`src/rtl/uart_pkg.sv`:
```
// rtl/uart_pkg.sv - shared UART types, defaults and baud helper
package uart_pkg;

  // Receiver FSM states; PARITY is only entered when UART_RX_PARITY_EN is defined
  typedef enum logic [2:0] {
    IDLE,
    START,
    DATA,
    PARITY,
    STOP,
    WAIT_IDLE
  } rx_state_e;

  // Board defaults, shared with the transmit side
  localparam int UART_CLK_FREQ = 50000000;
  localparam int UART_BAUD     = 115200;

  // Whole system clocks per line bit (integer divide)
  function automatic int clks_per_bit(input int clk, input int baud);
    return clk / baud;
  endfunction

endpackage

```
`src/rtl/uart_rx_sync.sv`:
```
// rtl/uart_rx_sync.sv - 2-flop synchroniser with falling-edge detect, resets to 1
module uart_rx_sync (
  input  logic clk_i,
  input  logic rst_i,
  input  logic async_i,
  output logic sync_o,
  output logic fall_o
);

  logic meta_q;
  logic sync_q;
  logic prev_q;

  // Resolve metastability, then keep one older sample for edge detection
  always_ff @(posedge clk_i or posedge rst_i) begin
    if (rst_i) begin
      meta_q <= 1'b1;
      sync_q <= 1'b1;
      prev_q <= 1'b1;
    end else begin
      meta_q <= async_i;
      sync_q <= meta_q;
      prev_q <= sync_q;
    end
  end

  assign sync_o = sync_q;
  assign fall_o = prev_q & ~sync_q;

endmodule

```
`src/rtl/uart_rx_param.sv`:
```
// rtl/uart_rx_param.sv - parametrised UART receiver, optional parity via UART_RX_PARITY_EN
module uart_rx_param
  import uart_pkg::*;
#(
  parameter int CLK_FREQ  = UART_CLK_FREQ,
  parameter int BAUD      = UART_BAUD,
  parameter int DATA_BITS = 8,
  parameter int STOP_BITS = 1
`ifdef UART_RX_PARITY_EN
  ,
  parameter bit PARITY_ODD = 1'b0
`endif
) (
  input  logic                 CLK,
  input  logic                 RST,
  input  logic                 RX_IN,
  output logic [DATA_BITS-1:0] RX_DATA,
  output logic                 RX_VALID,
  input  logic                 RX_READY,
  output logic                 FRAME_ERR,
  output logic                 PARITY_ERR,
  output logic                 OVERRUN,
  output logic                 BUSY
);

  localparam int CPB  = clks_per_bit(CLK_FREQ, BAUD);
  localparam int CW   = (CPB > 1) ? $clog2(CPB) : 1;
  localparam int HALF = (CPB / 2 > 0) ? CPB / 2 : 1;

  localparam logic [CW-1:0] CNT_FULL  = CW'(CPB - 1);
  localparam logic [CW-1:0] CNT_HALF  = CW'(HALF - 1);
  localparam logic [3:0]    BIT_LAST  = 4'(DATA_BITS - 1);
  localparam logic          STOP_LAST = 1'(STOP_BITS - 1);

  logic rx_s;
  logic rx_fall;

  rx_state_e            state_q, state_d;
  logic [CW-1:0]        cnt_q, cnt_d;
  logic [3:0]           bit_q, bit_d;
  logic                 stop_q, stop_d;
  logic [DATA_BITS-1:0] shift_q, shift_d;
  logic                 ferr_q, ferr_d;
  logic                 perr_now;

  logic                 busy;
  logic                 commit;
  logic                 commit_ferr;

  logic [DATA_BITS-1:0] data_q;
  logic                 valid_q;
  logic                 fe_q;
  logic                 pe_q;
  logic                 ovr_q;

  uart_rx_sync u_sync (
    .clk_i   (CLK),
    .rst_i   (RST),
    .async_i (RX_IN),
    .sync_o  (rx_s),
    .fall_o  (rx_fall)
  );

`ifdef UART_RX_PARITY_EN
  logic perr_q, perr_d;
  assign perr_now = perr_q;
`else
  assign perr_now = 1'b0;
`endif

  // FSM state and frame datapath registers
  always_ff @(posedge CLK or posedge RST) begin
    if (RST) begin
      state_q <= IDLE;
      cnt_q   <= '0;
      bit_q   <= '0;
      stop_q  <= 1'b0;
      shift_q <= '0;
      ferr_q  <= 1'b0;
`ifdef UART_RX_PARITY_EN
      perr_q  <= 1'b0;
`endif
    end else begin
      state_q <= state_d;
      cnt_q   <= cnt_d;
      bit_q   <= bit_d;
      stop_q  <= stop_d;
      shift_q <= shift_d;
      ferr_q  <= ferr_d;
`ifdef UART_RX_PARITY_EN
      perr_q  <= perr_d;
`endif
    end
  end

  // Next state: half-bit qualify the start bit, then sample every full bit period
  always_comb begin
    state_d = state_q;
    cnt_d   = cnt_q;
    bit_d   = bit_q;
    stop_d  = stop_q;
    shift_d = shift_q;
    ferr_d  = ferr_q;
`ifdef UART_RX_PARITY_EN
    perr_d  = perr_q;
`endif
    case (state_q)
      IDLE: begin
        if (rx_fall) begin
          state_d = START;
          cnt_d   = '0;
        end
      end
      START: begin
        if (cnt_q == CNT_HALF) begin
          cnt_d = '0;
          if (!rx_s) begin
            state_d = DATA;
            bit_d   = '0;
            stop_d  = 1'b0;
            ferr_d  = 1'b0;
`ifdef UART_RX_PARITY_EN
            perr_d  = 1'b0;
`endif
          end else begin
            state_d = IDLE;
          end
        end else begin
          cnt_d = cnt_q + CW'(1);
        end
      end
      DATA: begin
        if (cnt_q == CNT_FULL) begin
          cnt_d   = '0;
          shift_d = {rx_s, shift_q[DATA_BITS-1:1]};
          bit_d   = bit_q + 4'd1;
          if (bit_q == BIT_LAST) begin
`ifdef UART_RX_PARITY_EN
            state_d = PARITY;
`else
            state_d = STOP;
`endif
          end
        end else begin
          cnt_d = cnt_q + CW'(1);
        end
      end
`ifdef UART_RX_PARITY_EN
      PARITY: begin
        if (cnt_q == CNT_FULL) begin
          cnt_d   = '0;
          perr_d  = rx_s ^ (^shift_q) ^ PARITY_ODD;
          state_d = STOP;
        end else begin
          cnt_d = cnt_q + CW'(1);
        end
      end
`endif
      STOP: begin
        if (cnt_q == CNT_FULL) begin
          cnt_d  = '0;
          stop_d = stop_q + 1'b1;
          if (!rx_s) begin
            ferr_d = 1'b1;
          end
          if (commit) begin
            state_d = commit_ferr ? WAIT_IDLE : IDLE;
          end
        end else begin
          cnt_d = cnt_q + CW'(1);
        end
      end
      WAIT_IDLE: begin
        if (rx_s) begin
          state_d = IDLE;
        end
      end
      default: begin
        state_d = IDLE;
      end
    endcase
  end

  // FSM outputs: busy through the frame body, commit on the last stop sample
  always_comb begin
    busy        = (state_q == DATA) || (state_q == PARITY) || (state_q == STOP);
    commit      = (state_q == STOP) && (cnt_q == CNT_FULL) && (stop_q == STOP_LAST);
    commit_ferr = ferr_q | ~rx_s;
  end

  // Output word register with valid/ready handshake and overrun pulse
  always_ff @(posedge CLK or posedge RST) begin
    if (RST) begin
      data_q  <= '0;
      valid_q <= 1'b0;
      fe_q    <= 1'b0;
      pe_q    <= 1'b0;
      ovr_q   <= 1'b0;
    end else begin
      ovr_q <= commit & valid_q & ~RX_READY;
      if (commit) begin
        data_q  <= shift_q;
        fe_q    <= commit_ferr;
        pe_q    <= perr_now;
        valid_q <= 1'b1;
      end else if (RX_READY) begin
        valid_q <= 1'b0;
      end
    end
  end

  assign RX_DATA    = data_q;
  assign RX_VALID   = valid_q;
  assign FRAME_ERR  = fe_q;
  assign PARITY_ERR = pe_q;
  assign OVERRUN    = ovr_q;
  assign BUSY       = busy;

endmodule

```
`config.mk`:
```
export PLATFORM = sky130hd
export DESIGN_NAME = uart_rx_param
export DESIGN_NICKNAME = d
export VERILOG_FILES = /design/src/rtl/uart_pkg.sv /design/src/rtl/uart_rx_sync.sv /design/src/rtl/uart_rx_param.sv
export SDC_FILE = /design/constraint.sdc
export NUM_CORES = 1
export LEC_CHECK = 0
export CAP_MARGIN = 20
export CORE_UTILIZATION = 45
export DETAILED_ROUTE_END_ITERATION = 7
export HOLD_SLACK_MARGIN = 0.15
export PLACE_DENSITY = 0.69
export SYNTH_ARGS = -nofsm -noshare
export SYNTH_HDL_FRONTEND = slang
export SYNTH_HIERARCHICAL = 1
export SYNTH_SLANG_ARGS = --single-unit
```
`constraint.sdc`:
```
create_clock -name CLK -period 1.9 [get_ports CLK]
set_input_delay 0.38 -clock CLK [delete_from_list [all_inputs] [get_ports CLK]]
set_output_delay 0.38 -clock CLK [all_outputs]
set_load 0.1 [all_outputs]
```
=== Word level (Yosys, flattened, before mapping) ===
Cells that the tools add are included.

* Bits in registers: 40
* Output and inout port bits: 13
* Input port bits: 4
* Logic and storage cells: 83

* Eq/ne operators: 17
* Add/sub/neg operators: 3
* Multiplexer cells: 27
* Bitwise operators: 7
* Reductions and logical operators: 16

{| class="wikitable"
|+ Operators by type and width
! kind !! number
|-
| $mux 9 || 3
|-
| $pmux 9 s3 || 1
|-
| $mux 3 || 8
|-
| $ne 2x2->1 const B || 8
|-
| $pmux 3 s5 || 1
|-
| $mux 4 || 3
|-
| $add 9x1->9 const B || 1
|-
| $eq 9x8->1 const B || 1
|-
| $eq 9x9->1 const B || 1
|-
| $pmux 4 s2 || 1
|-
| $reduce_and 4->1 || 2
|-
| $mux 1 || 7
|-
| $reduce_and 7->1 || 1
|-
| $eq 3x2->1 const B || 2
|-
| $eq 3x3->1 const B || 2
|-
| $reduce_bool 2->1 || 3
|-
| $reduce_and 5->1 || 1
|-
| $add 4x1->4 const B || 1
|-
| $eq 4x3->1 const B || 1
|-
| $pmux 1 s2 || 2
|-
| $reduce_and 2->1 || 2
|-
| $and 1x1->1 || 3
|-
| $eq 3x1->1 const B || 1
|-
| $logic_not 3->1 || 1
|-
| 9 further kinds || 13
|}

=== Depth between registers and ports, before layout ===
* Depth after elaboration: 6
* Mapped depth: 9
* Gate-level depth less buffers: 7

=== By module ===
The synthesis kept the hierarchy.

{| class="wikitable"
|+ By module, submodules not included
! module !! cells each !! instances !! seq. area each (sq um) !! area each (sq um)
|-
| uart_rx_param || 171 || 1 || 925.9 || 1860.5
|-
| uart_rx_sync || 5 || 1 || 78.8 || 96.3
|}

=== Least setup slack after synthesis ===
No wires, ideal clock.

* Path kind: reg2out
* Start: reg state_q[2]
* End: out BUSY
* Cell stages (with the launch flop): 3
* Slack: -1.190 ns
* Buffers on the path: 1
* Data required time: 1.520 ns
* Arrival: 2.710 ns
* Cell sequence: dfrtp_1 > clkbuf_1 > o21ai_0

* Longest elaborated chain between the ends: 3
* Elaborated cells between the ends (all ways): 5
* Those cells by class: eq/ne: 3; reduce/logical: 2

{| class="wikitable"
|+ RTL lines
! what !! line !! text
|-
| from (decl) || uart_rx_param.sv:38 || <nowiki>rx_state_e state_q, state_d;</nowiki>
|-
| from (signal assigned) || uart_rx_param.sv:84 || <nowiki>state_q <= state_d;</nowiki>
|-
| $eq 3x2->1 || uart_rx_param.sv:186 || <nowiki>busy = (state_q == DATA) || (state_q == PARITY) || (state_q == STOP);</nowiki>
|-
| $logic_or 1x1->1 || uart_rx_param.sv:186 ||
|-
| $logic_or 1x1->1 (*) || uart_rx_param.sv:186 ||
|-
| to (decl) || uart_rx_param.sv:23 || <nowiki>output logic BUSY</nowiki>
|}

Every way passes the cells marked *; elsewhere a longest branch is shown, timed or not.

=== Worst setup path after layout ===
* Start: reg cnt_q[1]
* End: reg state_q[1]

* Longest elaborated chain between the ends: 5
* Elaborated cells between the ends (all ways): 9
* Those cells by class: eq/ne: 6; reduce/logical: 3

{| class="wikitable"
|+ RTL lines
! what !! line !! text
|-
| from (decl) || uart_rx_param.sv:39 || <nowiki>logic [CW-1:0] cnt_q, cnt_d;</nowiki>
|-
| from (signal assigned) || uart_rx_param.sv:85 || <nowiki>cnt_q <= cnt_d;</nowiki>
|-
| $eq 9x9->1 || uart_rx_param.sv:133, uart_rx_param.sv:160, uart_rx_param.sv:187 ||
|-
| $logic_and 1x1->1 (2 in a row) || uart_rx_param.sv:187 || <nowiki>commit = (state_q == STOP) && (cnt_q == CNT_FULL) && (stop_q == STOP_LAST);</nowiki>
|-
| $ne 2x2->1 (no line) || n/a ||
|-
| $reduce_and 7->1 (no line) (*) || n/a ||
|}

Marked as above.
A chain may end at the register's enable or synchronous reset.

==> run metrics <==
final setup vio count=1; Final Hold Viols=0; Post-Syn Area=1957 um^2; CTS tree=built; final wirelength=4078 um; Hold Buf Count CTS=0; Worst Path Max Fanout=2; Reg power frac=35.4%; worst-skew pair later-pin latency=300 ps; LEAKAGE=1.184 nW; worst-path cell chain=inv_2, ha_4, nor4b_4, a311o_2, nand2_2, a311o_1, mux2_4; GP Congestion=0.8237; Post-DP Area=2291 um^2; crit path kind=reg -> reg; R2R depth=7; ys async rst share=100.0%; commonest non-fill, non-tap cell in the layout=dfrtp_1; fin crit period=1903 ps; die outline area=4617 um^2; initial antenna violation count=0; Max-cap violations=0; Synth cell types=42; R2R setup slack=-3 ps; reg-to-reg startpoint=cnt_q[1]; Buf/Inv on CP=1; drt first pass iters=4; Tcrit/Tclk final=100.1%; cell internal pwr=1.830 mW; all-layer global routing usage=19.70%; cells after synthesis=176; total number of vias=1473; die height=67.95 um; WL per Instance=15.27 um; number of buffers created by CTS=5; DP HPWL=2734 um; maximum clock frequency=0.5256 GHz; P per Cell Area=1102 nW/um^2; CP required=2090 ps; Clk pwr share=26.7%; switch share=34.10%; largest net degree at the start of global routing=38; PortBufs=15; CP delay by family, top=compound AO/OA/AOI/OAI gates; # DRC=0; Hold Startpoint=u_sync/meta_q; Comb pwr share=37.9%; WL met2=1911 um; sequential share of the synthesized area=51.34%; Util after Layout=61.67%; Clock Skew=4.523 ps; Post-synth EDFFs=0; P_sw=0.9466 mW; unrepaired setup endpoints after global routing=yes; total core area=4086 um^2; chip width=67.95 um; met1 wire length=1930 um; Setup TNS Final=-2.663 ps; crit end category=register; Initial Util=47.89%; top routing layer used=met4; Final Slew Violations=0; cell taking the most area after synthesis=dfrtp_1; WL met3=188 um; end of the worst register-to-register path=state_q[1]; vias per cell=5.517; failing checks=negative setup slack; # rows=23; remaining global-route overflow=0; power consumption=2.776 mW; vias in the first global route=1438; Slowest-stage cell, CP=dfrtp_1; Worst VDD drop=0.0005088 V; cell area after layout=2520 um^2; top cell type's share of synthesized area=47.31%; initial drt markers=81; Routed Antenna Nets=0; yosys warns=6; area delta synth->final=28.77%; #FFs+latches synth=40; Syn Nets=184; Avg Inst Size Synth=11.12 um^2; Root Driver=clkbuf_8; max incr delay on CP=390 ps; final setup margin=-2.663 ps; leading register cell type out of synthesis=dfrtp_1; ANT cells=0; CP Launch Type=register; IO Pins=17; CTS Buffer Depth=2; layout cell share with drive strength beyond 1=38.25%; global-route wire length before repair=6582 um; CTS sink cnt=40; Worst EP arrival=2090 ps; nets=224; commonest non-fill, non-tap cells in the layout=dfrtp_1 (37), buf_4 (31), mux2_2 (16); status=complete, but fails checks; WHS Endpoint=u_sync/sync_o; htree depth=2; min-delay worst type=reg -> reg; dominant cells by area after synthesis=dfrtp_1 (47%), mux2_2 (9.2%), dfstp_2 (4.0%); Worst-path clk slew=80 ps; Hold Crit Depth=0
==> synthesized netlist by cell type (all sizes together), types with 2 or more instances <==
| library cell | number |
|---|---|
| mux2 | 17 |
| a22o | 3 |
| nor2b | 2 |
| dfrtp | 37 |
| dfstp | 3 |
| o21ai | 15 |
| o22a | 2 |
| buf | 5 |
| a21o | 4 |
| nand2 | 15 |
| ha | 4 |
| nor3 | 5 |
| a311o | 2 |
| a311oi | 2 |
| mux2i | 3 |
| nor4 | 2 |
| nor2 | 11 |
| nand3 | 6 |
| nand4b | 2 |
| a21oi | 10 |
| inv | 7 |
| and2 | 3 |
| a31oi | 3 |
| and3 | 2 |
==> power groups by stage <==
stage / logic (mW) / registers [mW] / clock network, mW
after detailed placement: 0.889 / 0.999 / 0
after global placement: 0.865 / 0.995 / 0
after floorplan: 0.585 / 0.980 / 0
after CTS: 0.978 / 0.988 / 0.753
final: 1.05 / 0.982 / 0.742
after global routing: 1.15 / 0.988 / 0.792
==> per-stage QoR <==
stage               instances  hold slack [ps]  worst slack (ps)
floorplan                 176            313.3            -32.21
global placement          253            345.9            -23.17
detailed placement        253            346.8            -102.8
CTS                       266            358.8             5.864
global route              267            362.4            -86.69
finish                    267            358.0            -2.663
==> flip-flops by register name (all words and copies together), names as in the netlist <==
name	flops
RX_VALID	1
u_sync/prev_q	1
ferr_q	1
OVERRUN	1
u_sync/meta_q	1
cnt_q	9
RX_DATA	8
state_q	3
u_sync/sync_o	1
FRAME_ERR	1
shift_q	8
bit_q	4
stop_q	1
==> routing by layer <==
| layer | track usage [%] | up-vias |
|---|---|---|
| li1 | - | 709 |
| met1 | 26.08 | 721 |
| met2 | 29.66 | 39 |
| met3 | 6.000 | 4 |
| met4 | 8.333 | 0 |
| met5 | 0 | - |
==> worst reg2reg max path: cells and delay by family (launching register included) <==
kind                     cells  cell delay (ps)
AO/OA/AOI/OAI                2              600
adder cells (fa/ha/maj)      1              130
AND/OR/NAND/NOR              2              270
buffers and inverters        1              100
flip-flops                   1              390
multiplexers                 1              300
==> cell families (layout without fill, tap and decap cells) <==
logic type	after synthesis	after routing	share of synthesized area, %
other	1	1	0.1916
muxes	20	20	11.51
DFF	40	40	51.34
adders and majority gates	4	4	2.558
and+or+nand+nor	52	52	15.86
buffers and inverters	13	54	3.069
xor gates and xnor gates	2	2	0.8953
AOI/OAI and AO/OA	44	44	14.58
==> cell type report <==
class / count / area (um^2)
Inverter: 7 / 26.28
Tap cell: 50 / 62.56
Multi-Input combinational cell: 123 / 959.7
Fill cell: 319 / 1567
Sequential cell: 40 / 1005
Clock inverter: 2 / 38.79
Timing Repair Buffer: 39 / 345.3
Clock buffer: 6 / 82.58
==> what timing repair did <==
| action | CTS | global route |
|---|---|---|
| setup endpoints to repair | 17 | 13 |
| buffers inserted | 5 | 1 |
| pin swaps | 5 | 3 |
| resized for setup | 10 | 6 |
==> worst max-delay path by stage <==
stage,start,to,depth (start not counted)
after floorplan,cnt_q[1],RX_DATA[0],8
after global placement,cnt_q[1],state_q[1],8
after detailed placement,cnt_q[1],state_q[1],8
after CTS,cnt_q[0],state_q[1],7
after global routing,cnt_q[1],state_q[1],7
final,cnt_q[1],state_q[1],7
(Power assumes the default switching activity.)
